File: config.mk
export PLATFORM = sky130hd
export DESIGN_NAME = hdmi_link_sequencer
export DESIGN_NICKNAME = d
export VERILOG_FILES = /design/src/rtl/hdmi_link_sequencer.sv
export SDC_FILE = /design/constraint.sdc
export NUM_CORES = 1
export LEC_CHECK = 0
export ABC_AREA = 1
export CAP_MARGIN = 20
export CORE_UTILIZATION = 40
export DETAILED_ROUTE_END_ITERATION = 8
export PLACE_DENSITY = 0.67
export SLEW_MARGIN = 20
export SYNTH_ARGS = -nofsm -noshare
export SYNTH_HDL_FRONTEND = slang
export SYNTH_SLANG_ARGS = --single-unit
File: constraint.sdc
create_clock -name clock -period 2.6 [get_ports clock]
set_input_delay 0.26 -clock clock [delete_from_list [all_inputs] [get_ports clock]]
set_output_delay 0.26 -clock clock [all_outputs]
set_load 0.05 [all_outputs]
File: src/rtl/hdmi_link_sequencer.sv
// HDMI-over-QSFP link bring-up sequencer. It debounces HPD, sends the
// redriver configuration table through a byte-level I2C master, and then
// enables the TX path. A NACKed write restarts the sequence after a delay,
// and the block enters FAULT once the retry limit is used up.
module hdmi_link_sequencer #(
  parameter int unsigned DEBOUNCE_CYCLES    = 20_000_000,
  parameter int unsigned RETRY_DELAY_CYCLES = 2_000_000,
  parameter int unsigned RETRY_LIMIT        = 3,
  parameter int unsigned WRITE_COUNT        = 8,
  parameter logic [6:0]  DEVICE_ADDRESS     = 7'h5B
) (
  input  logic        clock,
  input  logic        reset_n,
  input  logic        hpd,
  output logic [7:0]  table_index,
  input  logic [15:0] table_data,
  output logic        cmd_valid,
  input  logic        cmd_ready,
  output logic [6:0]  cmd_address,
  output logic [7:0]  cmd_register,
  output logic [7:0]  cmd_data,
  input  logic        rsp_valid,
  input  logic        rsp_nack,
  output logic        run,
  output logic        fault,
  output logic [1:0]  attempt
);

  localparam int unsigned DB_W = (DEBOUNCE_CYCLES > 1) ? $clog2(DEBOUNCE_CYCLES) : 1;
  localparam int unsigned BO_W = (RETRY_DELAY_CYCLES > 1) ? $clog2(RETRY_DELAY_CYCLES) : 1;
  localparam logic [DB_W-1:0] DB_LAST    = DB_W'(DEBOUNCE_CYCLES - 1);
  localparam logic [BO_W-1:0] BO_LAST    = BO_W'(RETRY_DELAY_CYCLES - 1);
  localparam logic [7:0]      LAST_INDEX = 8'(WRITE_COUNT - 1);

  typedef enum logic [2:0] {
    ST_IDLE, ST_DEBOUNCE, ST_ISSUE, ST_WAIT, ST_BACKOFF, ST_RUNNING, ST_FAULT
  } state_t;

  state_t          state, state_d;
  logic [DB_W-1:0] db_cnt, db_cnt_d;
  logic [BO_W-1:0] bo_cnt, bo_cnt_d;
  logic [7:0]      index_d;
  logic [1:0]      attempt_d, attempt_inc;
  logic            is_last, last_d;
  logic            hpd_lost, lost_d;
  logic            load;

  assign attempt_inc = (attempt == 2'd3) ? attempt : attempt + 2'd1;

  // Next-state logic. table_index runs one step ahead. It advances when a
  // write is accepted, so table_data already holds the next entry when the
  // command fields are loaded on entry to ISSUE. is_last remembers whether
  // the outstanding write is the final one.
  always_comb begin
    state_d   = state;
    db_cnt_d  = db_cnt;
    bo_cnt_d  = bo_cnt;
    index_d   = table_index;
    attempt_d = attempt;
    last_d    = is_last;
    lost_d    = 1'b0;
    load      = 1'b0;
    case (state)
      ST_IDLE: begin
        if (hpd) begin
          state_d  = ST_DEBOUNCE;
          db_cnt_d = '0;
        end
      end
      ST_DEBOUNCE: begin
        if (!hpd) begin
          state_d = ST_IDLE;
        end else if (db_cnt == DB_LAST) begin
          state_d   = ST_ISSUE;
          load      = 1'b1;
          attempt_d = attempt_inc;
        end else begin
          db_cnt_d = db_cnt + 1'b1;
        end
      end
      ST_ISSUE: begin
        if (cmd_valid && cmd_ready) begin
          state_d = ST_WAIT;
          last_d  = (table_index == LAST_INDEX);
          lost_d  = !hpd;
          if (table_index != LAST_INDEX) index_d = table_index + 8'd1;
        end else if (!hpd) begin
          state_d = ST_IDLE;
        end
      end
      ST_WAIT: begin
        lost_d = hpd_lost || !hpd;
        if (rsp_valid) begin
          if (hpd_lost || !hpd) begin
            state_d = ST_IDLE;
          end else if (!rsp_nack) begin
            if (is_last) begin
              state_d = ST_RUNNING;
            end else begin
              state_d = ST_ISSUE;
              load    = 1'b1;
            end
          end else if ({30'd0, attempt} == RETRY_LIMIT) begin
            state_d = ST_FAULT;
          end else begin
            state_d  = ST_BACKOFF;
            bo_cnt_d = '0;
          end
        end
      end
      ST_BACKOFF: begin
        if (!hpd) begin
          state_d = ST_IDLE;
        end else if (bo_cnt == BO_LAST) begin
          state_d   = ST_ISSUE;
          load      = 1'b1;
          attempt_d = attempt_inc;
        end else begin
          bo_cnt_d = bo_cnt + 1'b1;
        end
      end
      ST_RUNNING: if (!hpd) state_d = ST_IDLE;
      ST_FAULT:   if (!hpd) state_d = ST_IDLE;
      default:    state_d = ST_IDLE;
    endcase
    if (state_d inside {ST_IDLE, ST_DEBOUNCE, ST_BACKOFF}) index_d = '0;
    if (state_d == ST_IDLE) attempt_d = '0;
  end

  // State, counters and registered outputs, all cleared asynchronously.
  always_ff @(posedge clock or negedge reset_n) begin
    if (!reset_n) begin
      state        <= ST_IDLE;
      db_cnt       <= '0;
      bo_cnt       <= '0;
      table_index  <= '0;
      attempt      <= '0;
      is_last      <= 1'b0;
      hpd_lost     <= 1'b0;
      cmd_valid    <= 1'b0;
      cmd_address  <= '0;
      cmd_register <= '0;
      cmd_data     <= '0;
      run          <= 1'b0;
      fault        <= 1'b0;
    end else begin
      state       <= state_d;
      db_cnt      <= db_cnt_d;
      bo_cnt      <= bo_cnt_d;
      table_index <= index_d;
      attempt     <= attempt_d;
      is_last     <= last_d;
      hpd_lost    <= lost_d;
      cmd_valid   <= (state_d == ST_ISSUE);
      run         <= (state == ST_RUNNING) && (state_d == ST_RUNNING);
      fault       <= (state_d == ST_FAULT);
      if (load) begin
        cmd_address  <= DEVICE_ADDRESS;
        cmd_register <= table_data[15:8];
        cmd_data     <= table_data[7:0];
      end
    end
  end

endmodule
==> impl_metrics.ini <==
[power_and_ir_drop]
peakVddDrop_mv = 0.4129
combPwrFrac_pct = 11.4
powerDensity_mw_per_mm2 = 492.7
leakagePower_nw = 2.617
swShare_pct = 28.20
intPower_w = 0.002057
p_sw_w = 0.0008080
p_seq_share_pct = 46.5
clkPwrFrac_pct = 42.1

[timing]
hold_viol = 0
maxSlewHeadroom_pct = 64.50
setup_violations = 0
tightest_slew_ps = 530.8
skew_ps = 4.662
setup_tns_ps = 0
post-route-period-util_pct = 87.65
clock.fmax_ghz = 0.4388
slew_violations = 0
rsz0062_at_grt = no
fin_crit_ps = 2279

[critical_path]
crit_slowest_cell = dfrtp_1
critPathMaxStageDelay_ps = 430
crit_chain = ha_1 -> nand2_1 -> nor2_2 -> nand2_2 -> nor2_2 -> nand2_2 -> nand3_2 -> nand2_4 -> nor2_2 -> nand2_1 -> nor2_1 -> nor2_1
cp-start-kind = flop
cp_top_family = simple AND/OR/NAND/NOR gates
cpMostUsedCell = nor2_2
end_kind = flop
crit_type = flop to flop
crit_fanout = 31
regToRegSetupSlack_ps = 320
required_ps = 2840
path_buf_inv = 0
cp.arrival_ps = 2510

[final_layout]
drive_gt1_share_pct = 9.875
synthToLayoutAreaGrowth_pct = 18.36
fin_nets = 740
fin_util_pct = 48.41
fillers = 1201
num_antenna_cells = 0

[detailed_routing]
finalWirelength_microns = 11590
wl_per_cell_microns = 13.38
drt-pass1-iter-count = 5
drt_iter0_markers = 173
drc = 0
ant_nets = 0
dr_total_vias = 4392
viasPerCell = 5.072

[die]
ios = 58
die_h_microns = 112.8
start_util_pct = 40.90
core-area_sq_mm = 0.01201
num_rows = 40
die_w_microns = 112.8
die-area_sq_mm = 0.01273

[global_route]
grt_overflow = 0
grt_max_degree = 48
antenna_found_initial = 0
grt_pass1_wl_microns = 20290
grt_usage_pct = 19.91
first_global_vias = 4336

[synth]
synthArstFlopShare_pct = 100.0
syn_inst = 663
netlist.area_leader.share_pct = 41.26
netlist_top_cells_count = nand2_1, dfrtp_1, nor2_1, inv_1, nand3_1
ys_ff_latch = 81
synth_ff_type = dfrtp_1
avgSynthCellArea_sq_um = 7.409
yosysSeqAreaShare_pct = 41.26
yosys-top-cells-area = dfrtp_1, nand2_1, nor2_1
yosysWarnings = 0
synthDistinctLibCells = 41
synth_edf_count = 0
syn_area_sq_mm = 0.004912
synth_top_area_cell = dfrtp_1
synth.most_common_cell = nand2_1

[clock_network]
cts_tree = built
cts_resized = 0
cts.clk_slew.worst_paths_ps = 70
cts_htree_levels = 3
clk_path_buf_depth = 2
cts_made_buffers = 9
cts.sinks = 81
insertion_delay_ps = 350
clock-root-buffer = clkbuf_16

[place]
dp.final_hpwl_microns = 8567
io_buffers = 55
finalWeightedCongestion = 0.9296

[worst_hold_path]
min_path_type = input port to asynchronous set/reset pin

[status]
status = finished, final reports clean

[job]
max_cap_violations = 0
-- power by group through the flow --
stage	sequential (W)	clock (W)	combinational [W]
2_1_floorplan	0.00139	0	0.000172
3_3_place_gp	0.00135	0	0.000322
3_5_place_dp	0.00136	0	0.000331
4_1_cts	0.00133	0.00123	0.000331
5_1_grt	0.00134	0.00129	0.000362
6_report	0.00133	0.00120	0.000327
-- worst paths after layout --
path	end	cells past startpoint	startpoint
worst max-delay path	attempt[0]	12	db_cnt[0]
worst min-delay path	bo_cnt[0]	2	reset_n
worst max register to register	attempt[0]	12	db_cnt[0]
worst min register to register	cmd_data[4]	2	cmd_data[4]
max in group asynchronous	db_cnt[8]	3	reset_n
min in group clock	cmd_register[4]	3	table_data[12]
-- layout make-up --
cell class | instances | area, sq um | share of cell area, %
Inverter | 73 | 279.0 | 4.799
Multi-Input combinational cell | 488 | 2436 | 41.90
Clock inverter | 7 | 55.05 | 0.9468
Clock buffer | 9 | 225.2 | 3.873
Tap cell | 147 | 183.9 | 3.163
Sequential cell | 81 | 2027 | 34.86
Timing Repair Buffer | 61 | 608.1 | 10.46
-- per-stage QoR --
stage / cells / setup slack [ps] / power [W] / instance area, sq um / hold WS [ps]
2_1_floorplan: 664 / 797.9 / 0.001559 / 4916 / -35.59
3_3_place_gp: 849 / 377.8 / 0.001676 / 5524 / 258.6
3_5_place_dp: 849 / 335.8 / 0.001687 / 5524 / 267.1
4_1_cts: 866 / 312.5 / 0.002898 / 5814 / 439.6
5_1_grt: 866 / 88.53 / 0.002987 / 5814 / 464.3
6_report: 866 / 321.0 / 0.002865 / 5814 / 420.2
-- flip-flops by register name (all words and copies together) (netlist names), 2 cells and up --
signal        cells
cmd_data          8
attempt           2
state             3
db_cnt           25
cmd_register      8
table_index       8
bo_cnt           21
-- worst register-to-register path: cells and delay by family, from the launching register on --
family | cells | cell delay, ps
and+or+nand+nor | 11 | 1470
adders and majority gates | 1 | 290
DFF | 1 | 430
-- cell usage in the layout (no fill, tap or decap), types with 3 or more instances in the layout --
master,Yosys,routed
nor3_1,16,16
o31ai_2,4,4
a21oi_1,14,14
nand2_2,12,12
nor2_2,8,8
nand2_1,198,198
inv_1,63,63
ha_1,4,4
dfrtp_1,81,81
xnor2_1,3,3
nand3_2,3,3
nand3_1,44,44
clkdlybuf4s50_1,0,54
nor2_1,71,71
o31ai_1,5,5
inv_2,9,9
inv_6,1,3
o21ai_1,12,12
nand4_1,28,28
buf_4,7,5
xor2_1,22,22
o21ai_0,23,23
clkbuf_16,0,9
-- kinds of logic after synthesis --
kind of cell,after synthesis,synth area share (%)
AOI/OAI and AO/OA,62,7.591
muxes,1,0.2038
DFF,81,41.26
adders and majority gates,4,1.019
other,1,0.07634
xor gates and xnor gates,25,4.457
buffers and inverters,95,9.220
and+or+nand+nor,394,36.17
-- layer usage --
| metal | routed length (microns) | global-route usage [%] |
|---|---|---|
| met4 | 175 | 6.844 |
| met5 | 0 | 0 |
| met2 | 5613 | 32.76 |
| met1 | 5420 | 26.43 |
| met3 | 380 | 3.589 |
-- repair_timing --
action,in CTS,in global routing
buffers inserted,0,0
hold buffers,1,0
hold endpoints to repair,34,0
No activity file was read; power rests on OpenSTA's default activity.
